<file path="config.mk">
export PLATFORM = sky130hd
export DESIGN_NAME = recursion_step_ctrl_flat
export DESIGN_NICKNAME = d
export VERILOG_FILES = /design/src/rtl/recursion_step_ctrl_pkg.sv /design/src/rtl/recursion_step_ctrl_if.sv /design/src/rtl/recursion_step_ctrl_delay_line.sv /design/src/rtl/recursion_step_ctrl.sv /design/src/flat_wrapper.sv
export SDC_FILE = /design/constraint.sdc
export NUM_CORES = 1
export LEC_CHECK = 0
export BUFFER_PORTS_ARGS = -buffer_cell sky130_fd_sc_hd__buf_2
export CAP_MARGIN = 10
export CORE_MARGIN = 3
export CORE_UTILIZATION = 26
export DETAILED_ROUTE_END_ITERATION = 16
export GPL_ROUTABILITY_DRIVEN = 0
export REMOVE_ABC_BUFFERS = 1
export SLEW_MARGIN = 20
export SYNTH_ARGS = -nofsm -noshare
export SYNTH_HDL_FRONTEND = slang
export SYNTH_SLANG_ARGS = --single-unit
</file>
<file path="constraint.sdc">
create_clock -name aclk -period 3.34 [get_ports aclk]
set_input_delay 0 -clock aclk [delete_from_list [all_inputs] [get_ports aclk]]
set_output_delay 0 -clock aclk [all_outputs]
set_load 0.05 [all_outputs]
</file>
<file path="src/rtl/recursion_step_ctrl_pkg.sv">
// -----------------------------------------------------------------------------
// recursion_step_ctrl_pkg
//   Shared types and defaults for the trellis recursion sequencer.
//   - state_t        : FSM state encoding (IDLE, READ, ALIGN, WAIT, DONE)
//   - *_DEF          : default frame capacity and pipeline latencies
//   - addr_width()   : address width needed to index a RAM of a given depth
// -----------------------------------------------------------------------------
package recursion_step_ctrl_pkg;

   typedef enum logic [2:0] {
      S_IDLE  = 3'd0,
      S_READ  = 3'd1,
      S_ALIGN = 3'd2,
      S_WAIT  = 3'd3,
      S_DONE  = 3'd4
   } state_t;

   // Frame capacity in trellis steps.
   localparam int DEPTH_RAM_DEF = 3072;

   // Branch-metric RAM read latency (1..4 supported).
   localparam int RAM_LAT_DEF   = 1;

   // Must stay equal to the row_calc_service pipeline depth (i_valid -> o_valid).
   localparam int CALC_LAT_DEF  = 3;

   // Extra cycles tolerated beyond CALC_LAT before a missing result is an error.
   localparam int TMO_SLACK_DEF = 2;

   // Address width for a RAM of 'depth' words; never narrower than 1 bit.
   function automatic int addr_width(input int depth);
      return (depth > 1) ? $clog2(depth) : 1;
   endfunction

endpackage

</file>
<file path="src/rtl/recursion_step_ctrl_if.sv">
// -----------------------------------------------------------------------------
// recursion_step_ctrl_if
//   Memory and row-calc bus between the recursion sequencer and its datapath.
//   Signal names are given from the sequencer's point of view.
//   - o_bm_ren / o_bm_raddr      : branch-metric RAM read port
//   - o_calc_valid / o_calc_addr : step issue to row_calc_service
//   - o_first                    : step 0 marker (use initial metrics)
//   - i_calc_valid / i_calc_addr : row_calc_service result
//   - o_sm_we / o_sm_waddr       : state-metric RAM write port
//   modport master : the sequencer
//   modport slave  : the datapath (RAMs + row_calc_service)
// -----------------------------------------------------------------------------
interface recursion_step_ctrl_if
   import recursion_step_ctrl_pkg::*;
#(
   parameter int AW = addr_width(DEPTH_RAM_DEF)
) ();

   logic          o_bm_ren;
   logic [AW-1:0] o_bm_raddr;
   logic          o_calc_valid;
   logic [AW-1:0] o_calc_addr;
   logic          o_first;
   logic          i_calc_valid;
   logic [AW-1:0] i_calc_addr;
   logic          o_sm_we;
   logic [AW-1:0] o_sm_waddr;

   modport master (
      output o_bm_ren,
      output o_bm_raddr,
      output o_calc_valid,
      output o_calc_addr,
      output o_first,
      input  i_calc_valid,
      input  i_calc_addr,
      output o_sm_we,
      output o_sm_waddr
   );

   modport slave (
      input  o_bm_ren,
      input  o_bm_raddr,
      input  o_calc_valid,
      input  o_calc_addr,
      input  o_first,
      output i_calc_valid,
      output i_calc_addr,
      input  o_sm_we,
      input  o_sm_waddr
   );

endinterface

</file>
<file path="src/rtl/recursion_step_ctrl_delay_line.sv">
// -----------------------------------------------------------------------------
// delay_line
//   1-bit shift register of LEN stages with a synchronous flush.
//   Used to line the step-issue pulse up with branch-metric RAM read data.
//   Ports:
//   - aclk    : clock
//   - aresetn : asynchronous active-low reset (all stages cleared)
//   - i_clr   : synchronous flush, drops any pulse in flight
//   - i_d     : input bit
//   - o_q     : i_d delayed by LEN cycles (registered)
// -----------------------------------------------------------------------------
module delay_line #(
   parameter int LEN = 1
) (
   input  logic aclk,
   input  logic aresetn,
   input  logic i_clr,
   input  logic i_d,
   output logic o_q
);

   // w_tap[k] is the input of stage k; w_tap[LEN] is the final stage output.
   logic w_tap [LEN+1];

   assign w_tap[0] = i_d;

   generate
      for (genvar gi = 0; gi < LEN; gi++) begin : g_stage
         logic r_q;

         always_ff @(posedge aclk or negedge aresetn) begin
            if (!aresetn) begin
               r_q <= 1'b0;
            end else begin
               r_q <= i_clr ? 1'b0 : w_tap[gi];
            end
         end

         assign w_tap[gi+1] = r_q;
      end
   endgenerate

   assign o_q = w_tap[LEN];

endmodule

</file>
<file path="src/rtl/recursion_step_ctrl.sv">
// -----------------------------------------------------------------------------
// recursion_step_ctrl
//   Sequencer for one trellis recursion (alpha forward / beta backward).
//   Each step: read branch metrics, issue one aligned valid/address to the
//   row_calc_service bank, then wait for its result before the next step
//   (step k+1 consumes row k fed back from the bank).
//
//   Ports:
//   - aclk, aresetn : clock, asynchronous active-low reset
//   - i_start       : start pulse, only looked at in IDLE
//   - i_dir         : 0 = forward (0 up), 1 = backward (len-1 down)
//   - i_len         : frame length in steps (clamped to DEPTH_RAM)
//   - i_abort       : synchronous abort back to IDLE, no done pulse
//   - bus (master)  : branch-metric read, calc issue/result, state-metric write
//   - o_busy        : high outside IDLE
//   - o_done        : one-cycle completion pulse
//   - o_err         : sticky error, cleared by the next accepted start
//
//   Step period is 1 + RAM_LAT + CALC_LAT cycles (READ, ALIGN, WAIT).
// -----------------------------------------------------------------------------
module recursion_step_ctrl
   import recursion_step_ctrl_pkg::*;
#(
   parameter  int DEPTH_RAM = DEPTH_RAM_DEF,
   parameter  int RAM_LAT   = RAM_LAT_DEF,
   parameter  int CALC_LAT  = CALC_LAT_DEF,
   parameter  int TMO_SLACK = TMO_SLACK_DEF,
   localparam int AW        = addr_width(DEPTH_RAM)
) (
   input  logic                 aclk,
   input  logic                 aresetn,
   input  logic                 i_start,
   input  logic                 i_dir,
   input  logic [AW:0]          i_len,
   input  logic                 i_abort,
   recursion_step_ctrl_if.master bus,
   output logic                 o_busy,
   output logic                 o_done,
   output logic                 o_err
);

   // Total WAIT cycles allowed before a missing result is flagged.
   localparam int TMO = CALC_LAT + TMO_SLACK;
   localparam int WCW = $clog2(TMO + 1);

   localparam logic [AW:0]    LEN_MAX  = (AW+1)'(DEPTH_RAM);
   localparam logic [WCW-1:0] WCNT_END = WCW'(TMO - 1);

   // ---------------------------------------------------------------------
   // State and registered outputs
   // ---------------------------------------------------------------------
   state_t         r_state;
   logic           r_dir;
   logic [AW:0]    r_len;
   logic [AW:0]    r_step;
   logic [AW-1:0]  r_addr;
   logic [WCW-1:0] r_wcnt;
   logic           r_bm_ren;
   logic           r_busy;
   logic           r_done;
   logic           r_err;

   logic [AW:0]    w_len_clamped;
   logic           w_last;
   logic           w_calc_valid;
   logic           w_first;
   logic           w_first_in;

   assign w_len_clamped = (i_len > LEN_MAX) ? LEN_MAX : i_len;

   // Last-step test happens before any address update, so the backward
   // decrement below zero is never taken.
   assign w_last = (r_step == (r_len - 1'b1));

   // ---------------------------------------------------------------------
   // RAM_LAT alignment: the issue pulse is the read strobe delayed by the
   // RAM latency, so it lands on the same cycle as the read data.
   // ---------------------------------------------------------------------
   assign w_first_in = r_bm_ren & (r_step == '0);

   delay_line #(
      .LEN (RAM_LAT)
   ) u_valid_dly (
      .aclk    (aclk),
      .aresetn (aresetn),
      .i_clr   (i_abort),
      .i_d     (r_bm_ren),
      .o_q     (w_calc_valid)
   );

   delay_line #(
      .LEN (RAM_LAT)
   ) u_first_dly (
      .aclk    (aclk),
      .aresetn (aresetn),
      .i_clr   (i_abort),
      .i_d     (w_first_in),
      .o_q     (w_first)
   );

   // ---------------------------------------------------------------------
   // Sequencer FSM
   // ---------------------------------------------------------------------
   always_ff @(posedge aclk or negedge aresetn) begin
      if (!aresetn) begin
         r_state  <= S_IDLE;
         r_dir    <= 1'b0;
         r_len    <= '0;
         r_step   <= '0;
         r_addr   <= '0;
         r_wcnt   <= '0;
         r_bm_ren <= 1'b0;
         r_busy   <= 1'b0;
         r_done   <= 1'b0;
         r_err    <= 1'b0;
      end else begin
         // Single-cycle strobes default low.
         r_bm_ren <= 1'b0;
         r_done   <= 1'b0;

         if (i_abort) begin
            r_state <= S_IDLE;
            r_busy  <= 1'b0;
         end else begin
            case (r_state)
               S_IDLE: begin
                  if (i_start) begin
                     r_dir  <= i_dir;
                     r_len  <= w_len_clamped;
                     r_err  <= 1'b0;
                     r_step <= '0;
                     r_addr <= (i_dir && (w_len_clamped != '0)) ?
                               AW'(w_len_clamped - 1'b1) : '0;
                     // A zero-length frame still passes through READ, but
                     // without the read strobe; it then goes to DONE.
                     r_bm_ren <= (w_len_clamped != '0);
                     r_busy   <= 1'b1;
                     r_state  <= S_READ;
                  end
               end

               S_READ: begin
                  if (r_len == '0) begin
                     r_done  <= 1'b1;
                     r_state <= S_DONE;
                  end else begin
                     r_state <= S_ALIGN;
                  end
               end

               S_ALIGN: begin
                  // Leave on the cycle the aligned issue pulse is on the bus.
                  if (w_calc_valid) begin
                     r_wcnt  <= '0;
                     r_state <= S_WAIT;
                  end
               end

               S_WAIT: begin
                  if (bus.i_calc_valid) begin
                     if (bus.i_calc_addr != r_addr) begin
                        r_err <= 1'b1;
                     end
                     if (w_last) begin
                        r_done  <= 1'b1;
                        r_state <= S_DONE;
                     end else begin
                        r_step   <= r_step + 1'b1;
                        r_addr   <= r_dir ? (r_addr - 1'b1) : (r_addr + 1'b1);
                        r_bm_ren <= 1'b1;
                        r_state  <= S_READ;
                     end
                  end else if (r_wcnt == WCNT_END) begin
                     // CALC_LAT + TMO_SLACK cycles in WAIT with no result.
                     r_err   <= 1'b1;
                     r_done  <= 1'b1;
                     r_state <= S_DONE;
                  end else begin
                     r_wcnt <= r_wcnt + 1'b1;
                  end
               end

               S_DONE: begin
                  r_busy  <= 1'b0;
                  r_state <= S_IDLE;
               end

               default: begin
                  r_busy  <= 1'b0;
                  r_state <= S_IDLE;
               end
            endcase
         end
      end
   end

   // ---------------------------------------------------------------------
   // Outputs
   // ---------------------------------------------------------------------
   // The step address only moves on WAIT -> READ, so the same register
   // serves as read address and issue address.
   assign bus.o_bm_ren     = r_bm_ren;
   assign bus.o_bm_raddr   = r_addr;
   assign bus.o_calc_valid = w_calc_valid;
   assign bus.o_calc_addr  = r_addr;
   assign bus.o_first      = w_first;

   // Results are written only while waiting for them; an abort in the same
   // cycle wins and suppresses the write.
   assign bus.o_sm_we      = bus.i_calc_valid & (r_state == S_WAIT) & ~i_abort;
   assign bus.o_sm_waddr   = bus.i_calc_addr;

   assign o_busy = r_busy;
   assign o_done = r_done;
   assign o_err  = r_err;

endmodule
</file>
<file path="src/flat_wrapper.sv">
// flat-port wrapper written by rule: the top's interface ports become plain ports
module recursion_step_ctrl_flat import recursion_step_ctrl_pkg::*;
#(
   parameter  int DEPTH_RAM = DEPTH_RAM_DEF,
   parameter  int RAM_LAT   = RAM_LAT_DEF,
   parameter  int CALC_LAT  = CALC_LAT_DEF,
   parameter  int TMO_SLACK = TMO_SLACK_DEF,
   localparam int AW        = addr_width(DEPTH_RAM)
)
  (aclk, aresetn, i_start, i_dir, i_len, i_abort, o_busy, o_done, o_err, bus_o_bm_ren, bus_o_bm_raddr, bus_o_calc_valid, bus_o_calc_addr, bus_o_first, bus_i_calc_valid, bus_i_calc_addr, bus_o_sm_we, bus_o_sm_waddr);
  recursion_step_ctrl_if bus_i ();
  input  logic aclk;
  input  logic aresetn;
  input  logic i_start;
  input  logic i_dir;
  input  logic [AW:0] i_len;
  input  logic i_abort;
  output logic o_busy;
  output logic o_done;
  output logic o_err;
  output wire logic [$bits(bus_i.o_bm_ren)-1:0] bus_o_bm_ren;
  output wire logic [$bits(bus_i.o_bm_raddr)-1:0] bus_o_bm_raddr;
  output wire logic [$bits(bus_i.o_calc_valid)-1:0] bus_o_calc_valid;
  output wire logic [$bits(bus_i.o_calc_addr)-1:0] bus_o_calc_addr;
  output wire logic [$bits(bus_i.o_first)-1:0] bus_o_first;
  input wire logic [$bits(bus_i.i_calc_valid)-1:0] bus_i_calc_valid;
  input wire logic [$bits(bus_i.i_calc_addr)-1:0] bus_i_calc_addr;
  output wire logic [$bits(bus_i.o_sm_we)-1:0] bus_o_sm_we;
  output wire logic [$bits(bus_i.o_sm_waddr)-1:0] bus_o_sm_waddr;
  assign bus_o_bm_ren = bus_i.o_bm_ren;
  assign bus_o_bm_raddr = bus_i.o_bm_raddr;
  assign bus_o_calc_valid = bus_i.o_calc_valid;
  assign bus_o_calc_addr = bus_i.o_calc_addr;
  assign bus_o_first = bus_i.o_first;
  assign bus_i.i_calc_valid = bus_i_calc_valid;
  assign bus_i.i_calc_addr = bus_i_calc_addr;
  assign bus_o_sm_we = bus_i.o_sm_we;
  assign bus_o_sm_waddr = bus_i.o_sm_waddr;
  recursion_step_ctrl #(.DEPTH_RAM(DEPTH_RAM), .RAM_LAT(RAM_LAT), .CALC_LAT(CALC_LAT), .TMO_SLACK(TMO_SLACK)) u_core (.aclk(aclk), .aresetn(aresetn), .i_start(i_start), .i_dir(i_dir), .i_len(i_len), .i_abort(i_abort), .bus(bus_i), .o_busy(o_busy), .o_done(o_done), .o_err(o_err));
endmodule
</file>
==> Yosys cells after proc, flatten, opt, wreduce, memory -nomap -nowiden <==
Index checks and enable logic that the tools add are counted.
{ "classes": {"n_bitwise": 4, "muxes": 44, "n_reduce_logical": 14, "eq_ne": 18, "order_cmp": 1, "addsub": 6} }
{ "op_table": {"columns": ["operator", "n"], "rows": [
  ["12-bit 2-to-1 mux", 5],
  ["13-bit 2-to-1 mux", 4],
  ["3-bit 2-to-1 mux", 10],
  ["13-bit zero test", 2],
  ["13-bit case mux with 2 select lines", 1],
  ["12-bit case mux with 2 select lines", 1],
  ["12-bit by 1-bit subtractor with 12-bit output, second input constant", 2],
  ["1-bit 2-to-1 mux", 17],
  ["5-bit AND reduction", 3],
  ["13-bit by 1-bit adder with 13-bit output, second input constant", 1],
  ["13-bit equality test", 1],
  ["13-bit by 12-bit greater-than comparator with 1-bit output, second input constant", 1],
  ["13-bit nonzero test", 1],
  ["13-bit by 1-bit subtractor with 13-bit output, second input constant", 1],
  ["12-bit by 1-bit adder with 12-bit output, second input constant", 1],
  ["12-bit inequality test", 1],
  ["2-bit inequality test, second input constant", 6],
  ["3-bit case mux with 4 select lines", 1],
  ["1-bit case mux with 2 select lines", 4],
  ["3-bit by 2-bit equality test with 1-bit output, second input constant", 2],
  ["3-bit by 2-bit inequality test with 1-bit output, second input constant", 2],
  ["3-bit inequality test, second input constant", 2],
  ["3-bit case mux with 2 select lines", 1],
  ["3-bit AND reduction", 2],
  ["12 further kinds", 15]
]} }
{ "word_totals": {"input_bits": 31, "ff_bits": 51, "output_inout_bits": 43} }

==> Depth between registers and ports, before layout <==
Gate-level depths: netlist of run 1.
{ "logic_depth": {"depth_word": 7, "mapped_depth": 14} }

==> Modules after synthesis <==
A second synthesis of run 1 with hierarchy kept.
{ "unflattened": {"cells_unflattened": 468, "area_unflattened_um2": 3892.5} }
{ "by_module_without_submodules": {"columns": ["module", "cells_each", "seq_area_each_um2", "instances", "area_per_inst_um2"], "rows": [
  ["recursion_step_ctrl", 464, 1226.2, 1, 3814.9],
  ["delay_line", 2, 25.0, 2, 38.8]
]} }

==> Worst setup path before layout of run 1 <==
Ideal clock, no wire load.
{ "synth_timing": {"path_type": "register -> register", "from": "register u_core.r_len[0]", "to": "register u_core.r_addr[11], in the netlist u_core.bus.o_bm_raddr[11]", "path_stages_with_launch": 12, "synth_period_minus_slack_ns": 3.138, "arrival_ns": 3.017, "slack_ns": 0.202, "cell_sequence": "dfrtp_1 -> inv_1 -> ha_1 -> or4b_4 -> or2_4 -> or4_4 -> a221oi_4 -> a41oi_4 -> o21a_1 -> buf_6 -> buf_6 -> a22o_1"} }
{ "synth_via": {"elab_chain_len": 4} }
{ "synth_lines": {"columns": ["item", "line", "rtl"], "rows": [
  ["start: declaration", "recursion_step_ctrl.sv:54", "logic [AW:0] r_len;"],
  ["start signal: assignment", "recursion_step_ctrl.sv:129", "r_len <= w_len_clamped;"],
  ["13-bit by 1-bit subtractor with 13-bit output", "recursion_step_ctrl.sv:73", "assign w_last = (r_step == (r_len - 1'b1));"],
  ["13-bit equality test", "recursion_step_ctrl.sv:73", null],
  ["2-bit inequality test (no source line)", null, null],
  ["5-bit AND reduction (no source line)", null, null],
  ["end signal: assignment", "recursion_step_ctrl.sv:132", "r_addr <= (i_dir && (w_len_clamped != '0)) ?"],
  ["end signal: assignment", "recursion_step_ctrl.sv:169", "r_addr <= r_dir ? (r_addr - 1'b1) : (r_addr + 1'b1);"],
  ["end: declaration", "recursion_step_ctrl.sv:56", "logic [AW-1:0] r_addr;"]
]} }
Every way passes these cells.
A chain may end at the register's enable or synchronous reset.

==> Final worst setup path of run 1 <==
{ "layout_timing": {"from": "register u_core.r_len[1]", "to": "register u_core.r_addr[11], in the netlist u_core.bus.o_bm_raddr[11]"} }
Same word-level chain as after synthesis.

==> results.sh, run 1 <==
export IMPL_status="completed"
export IMPL_synth_top_area_share_pct=32.0
export IMPL_cts_root_buf="clkbuf_16"
export IMPL_drtIter0Drc=288
export IMPL_antenna_found_initial=0
export IMPL_dr_max_layer_used="met4"
export IMPL_arrival_ns=3.36
export IMPL_clk_path_buf_depth=2
export IMPL_cts_sinks=51
export IMPL_synth_top_cells_by_count="nand2_1, dfrtp_1, nor2_1"
export IMPL_grt_start_max_net_pins=52
export IMPL_slew_viol_final=0
export IMPL_dp_hpwl_um=8670
export IMPL_max_vdd_ir_drop_uv=397
export IMPL_rows=44
export IMPL_htreeDepth=2
export IMPL_p_sw_mw=1.25
export IMPL_wl_met1_um=4900
export IMPL_crit_type="reg2reg"
export IMPL_p_clk_share_pct=20.2
export IMPL_finalSetupViolCount=0
export IMPL_vias_per_cell=5.22
export IMPL_reg2reg_depth=10
export IMPL_core_mm2=0.0148
export IMPL_crit_path_max_fanout=20
export IMPL_hold_depth=3
export IMPL_fmax_mhz=314
export IMPL_fin_skew_ns=0.0101
export IMPL_grt_overflow_total=0
export IMPL_power_mw=2.80
export IMPL_vias=3741
export IMPL_drive_gt1_share_pct=20.8
export IMPL_portBuffers=73
export IMPL_final_fill_count=1555
export IMPL_area_growth_pct=16.0
export IMPL_multiInputGateArea_mm2=0.00236
export IMPL_min_period_ns=3.18
export IMPL_worstSetupStartpointType="flip-flop"
export IMPL_path_clk_slew_ns=0.07
export IMPL_drv_cap=0
export IMPL_leakage_nw=2.08
export IMPL_required_ns=3.52
export IMPL_swShare_pct=44.7
export IMPL_tightest_slew_ns=0.681
export IMPL_max_slew_margin_pct=54.6
export IMPL_route_detailed_drc=0
export IMPL_drtPass1Iterations=5
export IMPL_ant_nets=0
export IMPL_die_height_um=130
export IMPL_seqCellArea_mm2=0.00128
export IMPL_rrSetupSlack_ns=0.16
export IMPL_wl_per_cell_um=15.8
export IMPL_dieWidth_um=130
export IMPL_die_area_mm2=0.0169
export IMPL_ys_types=64
export IMPL_yosysTopAreaCell="dfrtp_1"
export IMPL_grt_pass1_vias=3729
export IMPL_cts_buffers=5
export IMPL_ys_seq_area_share_pct=32.0
export IMPL_post_route_period_util_pct=95.3
export IMPL_holdPathEnd="u_core.r_len[9]$_DFFE_PN0P_"
export IMPL_final_setup_tns_ns=0
export IMPL_hold_viol=0
export IMPL_synth_area_top_cells="dfrtp_1, ha_1, xor2_1"
export IMPL_synth_seq_cells=51
export IMPL_synth_ff_type="dfrtp_1"
export IMPL_yosysWarnings=0
export IMPL_critPathCaptureType="flip-flop"
export IMPL_grt_pass1_wl_um=18700
export IMPL_synth_edff_count=0
export IMPL_syn_mean_instance_area_um2=8.35
export IMPL_reg2reg_to="u_core.bus.o_bm_raddr[11]$_DFFE_PN0P_"
export IMPL_initial_utilization_pct=27.1
export IMPL_yosysMostFrequentCell="nand2_1"
export IMPL_wl_um=11300
export IMPL_cts_tree="done"
export IMPL_r2r_start="u_core.r_len[1]$_DFFE_PN0P_"
export IMPL_met3_length_um=666
export IMPL_hold_path_class="in2reg"
export IMPL_min_from="i_len[9]"
export IMPL_wl_met2_um=5530
export IMPL_clock_latency_ns=0.29
export IMPL_synth_area_mm2=0.00399
export IMPL_antenna_cells=0
export IMPL_finalNetCount=582
export IMPL_p_per_area_mw_per_mm2=605
export IMPL_seq_power_share_pct=30.1
export IMPL_grt_usage_pct=13.6
export IMPL_synthArstFlopShare_pct=100
export IMPL_syn_inst=478
export IMPL_intPower_mw=1.55
export IMPL_p_comb_share_pct=49.8
export IMPL_ios=74
## through the flow
step | utilization, % | setup slack, ns | area (um2) | std cells | hold slack [ns]
after floorplan | - | 0.103 | 3680 | 431 | -0.296
after detailed placement | 29.8 | 0.0660 | 4400 | 703 | 0.175
after CTS | 31.1 | 0.0673 | 4590 | 714 | 0.00617
final | 31.4 | 0.156 | 4630 | 717 | 0.00856
after global routing | 31.4 | -0.00678 | 4630 | 717 | 0.0404
after global placement | 29.8 | 0.138 | 4400 | 703 | 0.183
## state kept, by name (all words and copies together), names as in the netlist
name	count
u_core.r_step	13
u_core.o_busy	1
u_core.r_state	3
u_core.bus.o_bm_raddr	12
u_core.u_first_dly.o_q	1
u_core.u_valid_dly.o_q	1
u_core.o_err	1
u_core.r_wcnt	3
u_core.r_len	13
u_core.r_dir	1
u_core.o_done	1
u_core.bus.o_bm_ren	1
## layout by cell type (no fill, tap or decap), types with 3 or more instances in the layout
cell,n
o211ai_1,5
nor2_1,45
a31oi_1,6
buf_2,73
clkbuf_16,5
ha_1,16
dfrtp_1,51
nor3_1,10
o21a_1,9
o221ai_1,4
nand3b_1,3
o21ai_1,5
buf_4,18
nand3_1,15
and3_1,6
o31ai_1,6
nand2_1,53
inv_1,16
or4_1,4
a211o_1,3
nor2b_1,6
dlygate4sd3_1,4
a21o_1,5
o21ai_0,21
nand2b_1,3
xor2_1,24
nand4_1,8
xnor2_1,19
a21oi_1,32
or2_2,5
nor4_1,8
or3_1,3
## final cells by class
cell class / count / share of cell area, %
Inverter: 16 / 1.30
Tap cell: 184 / 4.97
Clock buffer: 6 / 2.78
Timing Repair Buffer: 95 / 11.7
Multi-Input combinational cell: 364 / 51.1
Sequential cell: 51 / 27.6
Clock inverter: 1 / 0.649
## worst max-delay path by stage
| stage | startpoint | to | cells after the start |
|---|---|---|---|
| after CTS | u_core.r_len[1]$_DFFE_PN0P_ | u_core.r_step[7]$_DFFE_PN0P_ | 11 |
| after global routing | u_core.r_len[1]$_DFFE_PN0P_ | u_core.r_step[7]$_DFFE_PN0P_ | 11 |
| after detailed placement | u_core.r_len[1]$_DFFE_PN0P_ | u_core.bus.o_bm_raddr[11]$_DFFE_PN0P_ | 10 |
| after floorplan | u_core.r_len[0]$_DFFE_PN0P_ | u_core.r_step[7]$_DFFE_PN0P_ | 10 |
| final | u_core.r_len[1]$_DFFE_PN0P_ | u_core.bus.o_bm_raddr[11]$_DFFE_PN0P_ | 10 |
| after global placement | u_core.r_len[1]$_DFFE_PN0P_ | u_core.bus.o_bm_raddr[11]$_DFFE_PN0P_ | 10 |
## power by group through the flow
stage	sequential [mW]	combinational (mW)	clock, mW
after floorplan	1.14	0.683	0
after global placement	0.845	1.34	0
after detailed placement	0.850	1.37	0
after CTS	0.841	1.39	0.576
after global routing	0.859	1.52	0.603
final	0.842	1.39	0.565
## per-layer routing
| metal | up-vias | track usage, % |
|---|---|---|
| li1 | 1792 | - |
| met1 | 1782 | 17.5 |
| met2 | 145 | 23.3 |
| met3 | 22 | 2.29 |
| met4 | 0 | 4.03 |
| met5 | - | 0 |
## critical path: stages, from the launching register on
cell and delay (ns):
dfrtp_1 0.40, inv_1 0.10, ha_4 0.15, or4b_4 0.48, or2_4 0.28, or4_4 0.53, a221oi_4 0.27, a41oi_4 0.21
o21a_1 0.26, buf_4 0.20, a22o_1 0.21
## timing repair
item | in CTS | in global routing
endpoints found under the setup margin | 0 | 18
hold buffers | 4 | 0
endpoints found under the hold margin | 54 | 0
resized for setup | 0 | 2
buffers inserted | 0 | 3
## logic make-up after synthesis
kind of cell | count (synthesis) | share of synthesized area, %
xor gates and xnor gates | 43 | 9.43
buffers and inverters | 63 | 9.31
and+or+nand+nor | 180 | 22.2
AOI/OAI and AO/OA | 122 | 21.0
muxes | 1 | 0.251
DFF | 51 | 32.0
adders and majority gates | 18 | 5.83
Power figures use the tool's default switching activity.
==> inputs of run 2 (changes only) <==
- RECOVER_POWER: not set -> 100
==> results.sh, run 2 (synthesis results as in run 1) <==
export IMPL_path_buf_inv=2
export IMPL_grt_pass1_vias=3729
export IMPL_path_cells="inv_1, ha_4, or4b_4, or2_4, or4_4, a221oi_4, a41oi_4, o21a_1, buf_4, a22o_1"
export IMPL_post_route_period_util_pct=95.3
export IMPL_critPathMaxStageDelay_ns=0.53
export IMPL_max_slew_margin_pct=11.3
export IMPL_cts_buffers=5
export IMPL_place_ws_ns=0.0660
export IMPL_fin_util_pct=30.9
export IMPL_clk_path_buf_depth=2
export IMPL_leakage_nw=1.94
export IMPL_core_mm2=0.0148
export IMPL_vias=3734
export IMPL_grt_usage_pct=13.6
export IMPL_worstSetupStartpointType="flip-flop"
export IMPL_grt_overflow_total=0
export IMPL_initial_utilization_pct=27.1
export IMPL_die_area_mm2=0.0169
export IMPL_tightest_slew_ns=1.33
export IMPL_antenna_cells=0
export IMPL_reg2reg_to="u_core.bus.o_bm_raddr[11]$_DFFE_PN0P_"
export IMPL_min_from="i_len[9]"
export IMPL_worst_slack_ns=0.156
export IMPL_r2r_start="u_core.r_len[1]$_DFFE_PN0P_"
export IMPL_dieWidth_um=130
export IMPL_die_height_um=130
export IMPL_hold_ws_ns=0.0120
export IMPL_p_per_area_mw_per_mm2=608
export IMPL_critPathSlowestCell="or4_4"
export IMPL_rrSetupSlack_ns=0.16
export IMPL_fin_skew_ns=0.0105
export IMPL_hold_viol=0
export IMPL_required_ns=3.52
export IMPL_crit_path_max_fanout=20
export IMPL_min_period_ns=3.18
export IMPL_finalSetupViolCount=0
export IMPL_ant_nets=0
export IMPL_power_mw=2.77
export IMPL_cts_sinks=51
export IMPL_wl_um=11300
export IMPL_final_setup_tns_ns=0
export IMPL_antenna_found_initial=0
export IMPL_clock_latency_ns=0.29
export IMPL_route_detailed_drc=0
export IMPL_path_clk_slew_ns=0.07
export IMPL_drive_gt1_share_pct=12.0
export IMPL_holdPathEnd="u_core.r_len[9]$_DFFE_PN0P_"
export IMPL_grt_start_max_net_pins=52
export IMPL_drv_cap=0
export IMPL_vias_per_cell=5.21
export IMPL_arrival_ns=3.37
export IMPL_layout_commonest_cell="nand2_1"
export IMPL_grt_pass1_wl_um=18700
export IMPL_fmax_mhz=314
export IMPL_path_delay_family="simple AND/OR/NAND/NOR gates"
export IMPL_portBuffers=73
export IMPL_ios=74
export IMPL_cts_root_buf="clkbuf_16"
export IMPL_mostFrequentLayoutCells="nand2_1, dfrtp_1, clkbuf_1"
export IMPL_dp_hpwl_um=8670
export IMPL_finalNetCount=582
export IMPL_rows=44
export IMPL_drtIter0Drc=286
export IMPL_status="completed"
export IMPL_reg2reg_depth=10
export IMPL_wl_per_cell_um=15.7
export IMPL_drtPass1Iterations=5
export IMPL_hold_path_class="in2reg"
export IMPL_critPathCaptureType="flip-flop"
export IMPL_max_vdd_ir_drop_uv=384
export IMPL_slew_viol_final=0
export IMPL_htreeDepth=2
export IMPL_cts_tree="done"
export IMPL_hold_depth=3
export IMPL_crit_type="reg2reg"
export IMPL_area_growth_pct=14.2
==> run 2: routing by layer <==
metal | share of wire [%] | track usage [%] | up-vias | routed length, um
met5 | 0 | 0 | - | 0
met4 | 1.9 | 4.03 | 0 | 218
met3 | 6.5 | 2.29 | 22 | 733
met2 | 49 | 23.3 | 152 | 5520
met1 | 43 | 17.5 | 1770 | 4810
li1 | - | - | 1790 | -
==> run 2: area by class of cell <==
class	count	area, um2
multi-input cells	364	2360
flip-flops and latches	51	1280
repair buffers	95	478
clock buffers	6	129
clock inverters	1	30.0
well taps	184	230
inverters	16	60.1
fillers	1574	10200
==> run 2: stage by stage <==
step	instances	area, um2
floorplan	431	3680
detailed placement	703	4400
global placement	703	4400
global route	717	4560
CTS	714	4590
finish	717	4560
==> run 2: power breakdown <==
group	switching, mW	internal [mW]
registers	0.141	0.703
logic	0.899	0.466
clock network	0.216	0.350
total	1.26	1.52
==> run 2: worst max-delay path by stage <==
stage	cells after the start	startpoint	end
2_1_floorplan	10	u_core.r_len[0]$_DFFE_PN0P_	u_core.r_step[7]$_DFFE_PN0P_
3_3_place_gp	10	u_core.r_len[1]$_DFFE_PN0P_	u_core.bus.o_bm_raddr[11]$_DFFE_PN0P_
3_5_place_dp	10	u_core.r_len[1]$_DFFE_PN0P_	u_core.bus.o_bm_raddr[11]$_DFFE_PN0P_
4_1_cts	11	u_core.r_len[1]$_DFFE_PN0P_	u_core.r_step[7]$_DFFE_PN0P_
5_1_grt	11	u_core.r_len[1]$_DFFE_PN0P_	u_core.r_step[7]$_DFFE_PN0P_
6_report	10	u_core.r_len[1]$_DFFE_PN0P_	u_core.bus.o_bm_raddr[11]$_DFFE_PN0P_
==> run 2: repair_timing <==
item                                   4_1_cts  5_1_grt
setup buffers                                0        3
gates resized for setup                      0        2
hold buffers                                 4        0
endpoints found under the hold margin       54        0
setup endpoints to repair                    0       18
==> run 2: worst register-to-register path, cell delays in order, from the launching register on <==
cell and delay, ns:
dfrtp_1 0.40, inv_1 0.10, ha_4 0.15, or4b_4 0.48
or2_4 0.28, or4_4 0.53, a221oi_4 0.27, a41oi_4 0.21
o21a_1 0.26, buf_4 0.20, a22o_1 0.22
